==> src/rtl/spi_master_if.sv <==
`default_nettype none
// ============================================================================
// Module   : spi_master_if
// Brief    : Controller handshake and SPI pin bundle for spi_master.
// Revision : 1.0 - initial release
// ============================================================================
interface spi_master_if;
  logic       start;
  logic [7:0] tx_data;
  logic [7:0] rx_data;
  logic       busy;
  logic       done;
  logic       sclk;
  logic       mosi;
  logic       miso;
  logic       ss_n;

  modport master (
    input  start, tx_data, miso,
    output rx_data, busy, done, sclk, mosi, ss_n
  );

  modport slave (
    output start, tx_data, miso,
    input  rx_data, busy, done, sclk, mosi, ss_n
  );
endinterface
`default_nettype wire

==> src/rtl/spi_master.sv <==
`default_nettype none
// ============================================================================
// Module   : spi_master
// Brief    : SPI mode-0 master, one 8-bit MSB-first full-duplex transfer per
//            start, with ss_n lead/trail/gap guard times of CLK_DIV cycles.
// Revision : 1.0 - initial release
// ============================================================================
module spi_master #(
  parameter int CLK_DIV = 4
) (
  input  wire logic    clk,
  input  wire logic    rst_n,
  spi_master_if.master bus
);

  localparam int                 c_CNT_W   = (CLK_DIV > 1) ? $clog2(CLK_DIV) : 1;
  localparam logic [c_CNT_W-1:0] c_CNT_MAX = c_CNT_W'(CLK_DIV - 1);

  localparam logic [2:0] c_IDLE  = 3'd0;
  localparam logic [2:0] c_LEAD  = 3'd1;
  localparam logic [2:0] c_XFER  = 3'd2;
  localparam logic [2:0] c_TRAIL = 3'd3;
  localparam logic [2:0] c_GAP   = 3'd4;

  logic [2:0]         r_state;
  logic [2:0]         w_state_nxt;
  logic [c_CNT_W-1:0] r_cnt;
  logic               r_sclk;
  logic [7:0]         r_tx;
  logic [7:0]         r_rx;
  logic [7:0]         r_rx_data;
  logic [2:0]         r_bits;
  logic               r_done;
  logic               w_tick;
  logic               w_accept;

  assign w_tick   = (r_cnt == c_CNT_MAX);
  // The last GAP cycle doubles as the first idle cycle, so a held start
  // relaunches with exactly CLK_DIV cycles of ss_n high.
  assign w_accept = bus.start && ((r_state == c_IDLE) || ((r_state == c_GAP) && w_tick));

  always_ff @(posedge clk or negedge rst_n) begin
    if (!rst_n) r_state <= c_IDLE;
    else        r_state <= w_state_nxt;
  end

  always_comb begin
    w_state_nxt = r_state;
    case (r_state)
      c_IDLE:  if (w_accept) w_state_nxt = c_LEAD;
      c_LEAD:  if (w_tick) w_state_nxt = c_XFER;
      c_XFER:  if (w_tick && r_sclk && (r_bits == 3'd7)) w_state_nxt = c_TRAIL;
      c_TRAIL: if (w_tick) w_state_nxt = c_GAP;
      c_GAP:   if (w_tick) w_state_nxt = w_accept ? c_LEAD : c_IDLE;
      default: w_state_nxt = c_IDLE;
    endcase
  end

  always_comb begin
    bus.ss_n = 1'b1;
    bus.busy = 1'b0;
    bus.mosi = 1'b0;
    case (r_state)
      c_LEAD, c_XFER: begin
        bus.ss_n = 1'b0;
        bus.busy = 1'b1;
        bus.mosi = r_tx[7];
      end
      c_TRAIL: begin
        bus.ss_n = 1'b0;
        bus.busy = 1'b1;
      end
      c_GAP:   bus.busy = 1'b1;
      default: ;
    endcase
  end

  assign bus.sclk    = r_sclk;
  assign bus.done    = r_done;
  assign bus.rx_data = r_rx_data;

  always_ff @(posedge clk or negedge rst_n) begin
    if (!rst_n) begin
      r_cnt     <= '0;
      r_sclk    <= 1'b0;
      r_tx      <= 8'h00;
      r_rx      <= 8'h00;
      r_rx_data <= 8'h00;
      r_bits    <= 3'd0;
      r_done    <= 1'b0;
    end else begin
      r_done <= 1'b0;
      if ((r_state == c_IDLE) || w_tick) r_cnt <= '0;
      else                               r_cnt <= r_cnt + c_CNT_W'(1);

      if (w_accept) begin
        r_tx   <= bus.tx_data;
        r_bits <= 3'd0;
        r_sclk <= 1'b0;
      end else if (w_tick) begin
        case (r_state)
          c_LEAD: begin
            r_sclk <= 1'b1;
            r_rx   <= {r_rx[6:0], bus.miso};
          end
          c_XFER: begin
            r_sclk <= ~r_sclk;
            if (!r_sclk) begin
              r_rx <= {r_rx[6:0], bus.miso};
            end else begin
              r_tx   <= {r_tx[6:0], 1'b0};
              r_bits <= r_bits + 3'd1;
            end
          end
          c_TRAIL: begin
            r_rx_data <= r_rx;
            r_done    <= 1'b1;
          end
          default: ;
        endcase
      end
    end
  end

endmodule
`default_nettype wire

==> src/flat_wrapper.sv <==
// flat-port wrapper written by rule: the top's interface ports become plain ports
module spi_master_flat 
#(
  parameter int CLK_DIV = 4
)
  (clk, rst_n, bus_start, bus_tx_data, bus_miso, bus_rx_data, bus_busy, bus_done, bus_sclk, bus_mosi, bus_ss_n);
  spi_master_if bus_i ();
  input  wire logic clk;
  input  wire logic rst_n;
  input wire logic [$bits(bus_i.start)-1:0] bus_start;
  input wire logic [$bits(bus_i.tx_data)-1:0] bus_tx_data;
  input wire logic [$bits(bus_i.miso)-1:0] bus_miso;
  output wire logic [$bits(bus_i.rx_data)-1:0] bus_rx_data;
  output wire logic [$bits(bus_i.busy)-1:0] bus_busy;
  output wire logic [$bits(bus_i.done)-1:0] bus_done;
  output wire logic [$bits(bus_i.sclk)-1:0] bus_sclk;
  output wire logic [$bits(bus_i.mosi)-1:0] bus_mosi;
  output wire logic [$bits(bus_i.ss_n)-1:0] bus_ss_n;
  assign bus_i.start = bus_start;
  assign bus_i.tx_data = bus_tx_data;
  assign bus_i.miso = bus_miso;
  assign bus_rx_data = bus_i.rx_data;
  assign bus_busy = bus_i.busy;
  assign bus_done = bus_i.done;
  assign bus_sclk = bus_i.sclk;
  assign bus_mosi = bus_i.mosi;
  assign bus_ss_n = bus_i.ss_n;
  spi_master #(.CLK_DIV(CLK_DIV)) u_core (.clk(clk), .rst_n(rst_n), .bus(bus_i));
endmodule
==> config.mk <==
export PLATFORM = sky130hd
export DESIGN_NAME = spi_master_flat
export DESIGN_NICKNAME = d
export VERILOG_FILES = /design/src/rtl/spi_master_if.sv /design/src/rtl/spi_master.sv /design/src/flat_wrapper.sv
export SDC_FILE = /design/constraint.sdc
export NUM_CORES = 1
export LEC_CHECK = 0
export BUFFER_PORTS_ARGS = -buffer_cell sky130_fd_sc_hd__clkbuf_2
export CAP_MARGIN = 20
export CORE_ASPECT_RATIO = 0.9
export CORE_MARGIN = 10
export CORE_UTILIZATION = 25
export CTS_CLUSTER_SIZE = 24
export DETAILED_ROUTE_END_ITERATION = 10
export PLACE_DENSITY_LB_ADDON = 0.12
export SYNTH_ARGS = -nofsm -noshare
export SYNTH_HDL_FRONTEND = slang
export SYNTH_SLANG_ARGS = --single-unit
==> constraint.sdc <==
create_clock -name clk -period 4.09 [get_ports clk]
set_input_delay 0.818 -clock clk [delete_from_list [all_inputs] [get_ports clk]]
set_output_delay 0.818 -clock clk [all_outputs]
set_load 0.03 [all_outputs]
# --- Word-level counts from Yosys, hierarchy flattened ---
# Index checks and enable logic that the tools add are counted.
op_classes:
  add_sub_neg: 2
  eq_ne: 12
  muxes: 27
  n_bitwise: 2
  n_reduce_logical: 20
ops:
  columns: ["operator", "count"]
  rows:
  - ["two-way mux 8 bit", 5]
  - ["two-way mux 3 bit", 9]
  - ["case mux 8 bit (2 select lines)", 1]
  - ["case mux 3 bit (5 select lines)", 1]
  - ["inequality test 2 x 1 -> 1 bit, second input constant", 5]
  - ["two-way mux 1 bit", 9]
  - ["nonzero test 2 bit", 4]
  - ["equality test 3 x 2 -> 1 bit, second input constant", 2]
  - ["equality test 3 bit, second input constant", 2]
  - ["AND reduction 3 bit", 2]
  - ["AND reduction 5 bit", 1]
  - ["logical AND 1 bit", 4]
  - ["AND reduction 4 bit", 1]
  - ["OR reduction 4 bit", 1]
  - ["adder 3 x 1 -> 3 bit, second input constant", 1]
  - ["equality test 3 x 1 -> 1 bit, second input constant", 1]
  - ["zero test 3 bit", 1]
  - ["nonzero test 3 bit", 1]
  - ["OR reduction 3 bit", 1]
  - ["adder 2 x 1 -> 2 bit, second input constant", 1]
  - ["equality test 2 bit, second input constant", 1]
  - ["logical OR 1 bit", 2]
  - ["two-way mux 2 bit", 1]
  - ["inequality test 2 bit, second input constant", 1]
  - ["4 further kinds", 5]
word_totals:
  ff_bits: 34
  input_bits: 12
  out_inout_bits: 13
  elab_cells: 71

# --- Longest topological paths before layout ---
depth:
  ltp_word: 7
  ltp_mapped: 7
  mapped_depth_nobuf: 5

# --- Least setup slack after synthesis ---
# OpenSTA, ideal clock, no wires.
synth_timing:
  kind: "register to output"
  startpoint: "register u_core.r_state[1]"
  endpoint: "output bus_mosi"
  arrival_time_ns: 1.405
  t_required_ns: 3.272
  path_slack_ns: 1.867
  path_stages_with_launch: 4
  n_path_buf: 1
  path_cell_list: "dfrtp_1 > buf_4 > xnor2_1 > nor3b_1"
synth_via:
  elab_chain_len: 3
  word_cells_on_any_way: 4
  cone_classes: "2 x eq/ne; 1 x mux; 1 x reduce/logical"
synth_rtl:
  columns: ["item", "line", "rtl"]
  rows:
  - ["from (decl)", "spi_master.sv:25", "logic [2:0] r_state;"]
  - ["from (signal assigned)", "spi_master.sv:43", "if (!rst_n) r_state <= c_IDLE;"]
  - ["from (signal assigned)", "spi_master.sv:44", "else r_state <= w_state_nxt;"]
  - ["equality test 3 x 1 -> 1 bit or equality test 3 x 2 -> 1 bit (tied branches)", "spi_master.sv:63", "case (r_state)"]
  - ["OR reduction 2 bit (*)", null, null]
  - ["two-way mux 1 bit (*)", "spi_master.sv:63", null]
  - ["to (decl)", "flat_wrapper.sv:17", "output wire logic [$bits(bus_i.mosi)-1:0] bus_mosi;"]
# Every way passes the cells marked *; elsewhere a longest branch is shown, timed or not.

# --- Final worst setup path ---
layout_timing:
  startpoint: "register u_core.r_state[1]"
  endpoint: "output bus_ss_n"
layout_via:
  elab_chain_len: 3
  word_cells_on_any_way: 5
  cone_classes: "3 x eq/ne; 1 x mux; 1 x reduce/logical"
layout_rtl:
  columns: ["item", "line", "rtl"]
  rows:
  - ["equality test 3 x 1 -> 1 bit or equality test 3 x 2 -> 1 bit (tied branches)", "spi_master.sv:63", null]
  - ["OR reduction 3 bit (no source line) (*)", null, null]
  - ["two-way mux 1 bit (*)", "spi_master.sv:63", null]
  - ["to (decl)", "flat_wrapper.sv:18", "output wire logic [$bits(bus_i.ss_n)-1:0] bus_ss_n;"]
# Marks and branches as above.

==> results.py <==
metrics = {
    "logic_synthesis": {
        "yosysWarnings": 0,
        "synth.net_count": 125,
        "synth_area_leader_cell": "dfrtp_1",
        "synthSimpleGateAreaFrac_pct": 9.59,
        "avgSynthCellArea_sq_um": 13.6,
        "netlist_area_sq_um": 1500,
        "synth_top_family_by_area": "multiplexers",
        "synth.top_cell.area_share_pct": 56.7,
        "synth_mux_area_share_pct": 14.9,
        "synth_xor_area_share_pct": 1.75,
        "synth_cell_types": 31,
        "synth_edf_count": 0,
        "yosys.area_share.adder_pct": 2.50,
        "netlist_instances": 110,
        "synth_compound_area_share_pct": 11.3,
        "synthArstFlopShare_pct": 100,
        "synthFlopType": "dfrtp_1",
        "synth-seq-area-share_pct": 56.7,
        "synth_seq_cells": 34,
        "ys_top_cells_by_area": "dfrtp_1 57%, mux2_2 14%, a22o_1 5.3%",
    },
    "placed_design": {
        "finalWeightedCongestion": 0.733,
        "numPortBuffers": 24,
        "dpl_worst_slack_ps": 2090,
        "hpwl_mm": 2.14,
    },
    "layout": {
        "final_cell_mix": "34 x dfrtp_1, 24 x clkbuf_2, 19 x mux2_2",
        "drive_gt1_share_pct": 41.9,
        "n_antenna_cell": 0,
        "area_growth_pct": 19.2,
        "nets": 151,
        "mostFrequentLayoutCell": "dfrtp_1",
    },
    "min_path": {
        "hp-class": "reg -> reg",
    },
    "route": {
        "dr.pass1.iters": 4,
        "drt-initial-drc-count": 23,
        "vias": 943,
        "drt_wl_total_mm": 2.98,
        "ant_nets": 0,
        "routedWlPerCell_microns": 14.5,
        "drc_errors": 0,
        "viasPerCell": 4.58,
    },
    "sta": {
        "min_period_over_period_pct": 56.5,
        "clock_skew_ps": 1.44,
        "tns_ps": 0,
        "slew_violations": 0,
        "slew_headroom_pct": 42.9,
        "hold_viol_final": 0,
        "rsz0062_at_grt": "no",
        "timing.final.ws_setup_ps": 1780,
        "setup_viol": 0,
        "fmax_mhz": 433,
        "worst_slew_pin_slew_ps": 856,
        "final.min_clock_period_ps": 2310,
    },
    "global_routing": {
        "grt_pass1_wl_mm": 5.24,
        "grt_max_degree": 35,
        "grt_pass1_vias": 1063,
        "grt_util_all_layers_pct": 7.12,
        "antenna_found_initial": 0,
        "grt-ovfl-total": 0,
    },
    "clocking": {
        "cts-htree-levels": 2,
        "cts_buffers": 5,
        "cts_tree": "done",
        "post_cts_resized": 0,
        "clock_path_buffers": 2,
        "path_clk_slew_ps": 70,
        "post_cts_buffers": 0,
        "insertion_delay_ps": 280,
        "cts_hold_buffers": 0,
        "clockRootBuffer": "clkbuf_8",
        "clock_sinks": 34,
    },
    "flow_run": {
        "maxCapViolCount": 0,
    },
    "floorplan": {
        "io_pins": 25,
        "die_x_microns": 102,
        "core_sq_um": 5760,
        "die_area_sq_um": 9500,
        "start_util_pct": 26.1,
        "die_y_microns": 93.5,
        "rows": 26,
    },
    "power": {
        "vdd_drop_max_mv": 0.169,
        "powerDensity_nw_per_um2": 374,
        "leakage_nw": 0.925,
    },
    "critical_path": {
        "critPathArrivalTime_ps": 1490,
        "crit_type": "reg -> out",
        "critPathCaptureType": "primary output",
        "cp-start-kind": "flop",
        "cp.required_ps": 3270,
        "crit_path_max_fanout": 13,
    },
    "status": {
        "outcome": "finished, final reports clean",
    },
}
[final timing paths]
check | slack [ps] | endpoint | cells past startpoint | from
min in group asynchronous | 640 | u_core.bus.rx_data[3]$_DFFE_PN0P_ | 1 | rst_n
max in group asynchronous | 2920 | u_core.r_tx[6]$_DFFE_PN0P_ | 1 | rst_n
max reg2reg | 2150 | u_core.r_tx[1]$_DFFE_PN0P_ | 6 | u_core.r_cnt[0]$_DFF_PN0_
min | 440 | u_core.r_cnt[0]$_DFF_PN0_ | 1 | u_core.r_cnt[0]$_DFF_PN0_
max | 1780 | bus_ss_n | 3 | u_core.r_state[1]$_DFFE_PN0P_
min reg2reg | 440 | u_core.r_cnt[0]$_DFF_PN0_ | 1 | u_core.r_cnt[0]$_DFF_PN0_
[through the flow]
| step | util [%] | instances | total power, mW | instance area (sq um) | hold slack [ps] |
|---|---|---|---|---|---|
| floorplan | - | 110 | 0.351 | 1500 | 419 |
| global placement | 29.1 | 199 | 0.364 | 1680 | 427 |
| detailed placement | 29.1 | 199 | 0.364 | 1680 | 438 |
| CTS | 31.1 | 206 | 0.684 | 1790 | 448 |
| global route | 31.1 | 206 | 0.704 | 1790 | 471 |
| finish | 31.1 | 206 | 0.670 | 1790 | 443 |
[flip-flops by register name (all words and copies together), names as in the netlist]
name,count
u_core.bus.rx_data,8
u_core.r_rx,8
u_core.r_tx,8
u_core.r_bits,3
u_core.r_state,3
u_core.r_cnt,2
u_core.bus.done,1
u_core.bus.sclk,1
[synth_stat cells, drive strengths merged (2+ instances only)]
library cell,count
ha,3
a21o,6
buf,6
mux2,19
inv,2
nor2,4
a22o,9
nor3b,3
nand2b,2
nand2,2
nor2b,2
nand3,2
dfrtp,34
xnor2,2
o21ai,2
nor3,3
[cell type report]
type	count	area, sq um
Sequential cell	34	851
Tap cell	70	87.6
Multi-Input combinational cell	68	602
Clock buffer	6	82.6
Fill cell	587	3970
Clock inverter	1	30.0
Inverter	2	7.51
Timing Repair Buffer	25	128
[power by group]
group	leakage [nW]	internal (mW)	switching, mW
Sequential	0.439	0.340	0.00243
Clock	0.0573	0.195	0.118
Combinational	0.428	0.00635	0.00853
Total	0.925	0.541	0.129
[routing by layer]
layer / vias to the layer above / share of wire (%) / global-route usage [%]
met1: 477 / 45 / 7.80
met4: 0 / 1.8 / 3.21
li1: 444 / - / -
met3: 5 / 6.1 / 3.38
met5: - / 0 / 0
met2: 17 / 47 / 11.5
[critical path, stage by stage (launching register included)]
cell and delay, ps:
dfrtp_1 600, nor2_1 130, or2_2 290, clkbuf_2 180
[logic make-up (layout without fill, tap and decap cells)]
kind of cell,after synthesis,in the layout
AO/OA/AOI/OAI,20,20
XOR/XNOR,3,3
adder cells (fa/ha/maj),3,3
buffers and inverters,8,34
flip-flops,34,34
multiplexers,20,20
AND/OR/NAND/NOR,22,22
Power figures use the tool's default switching activity.
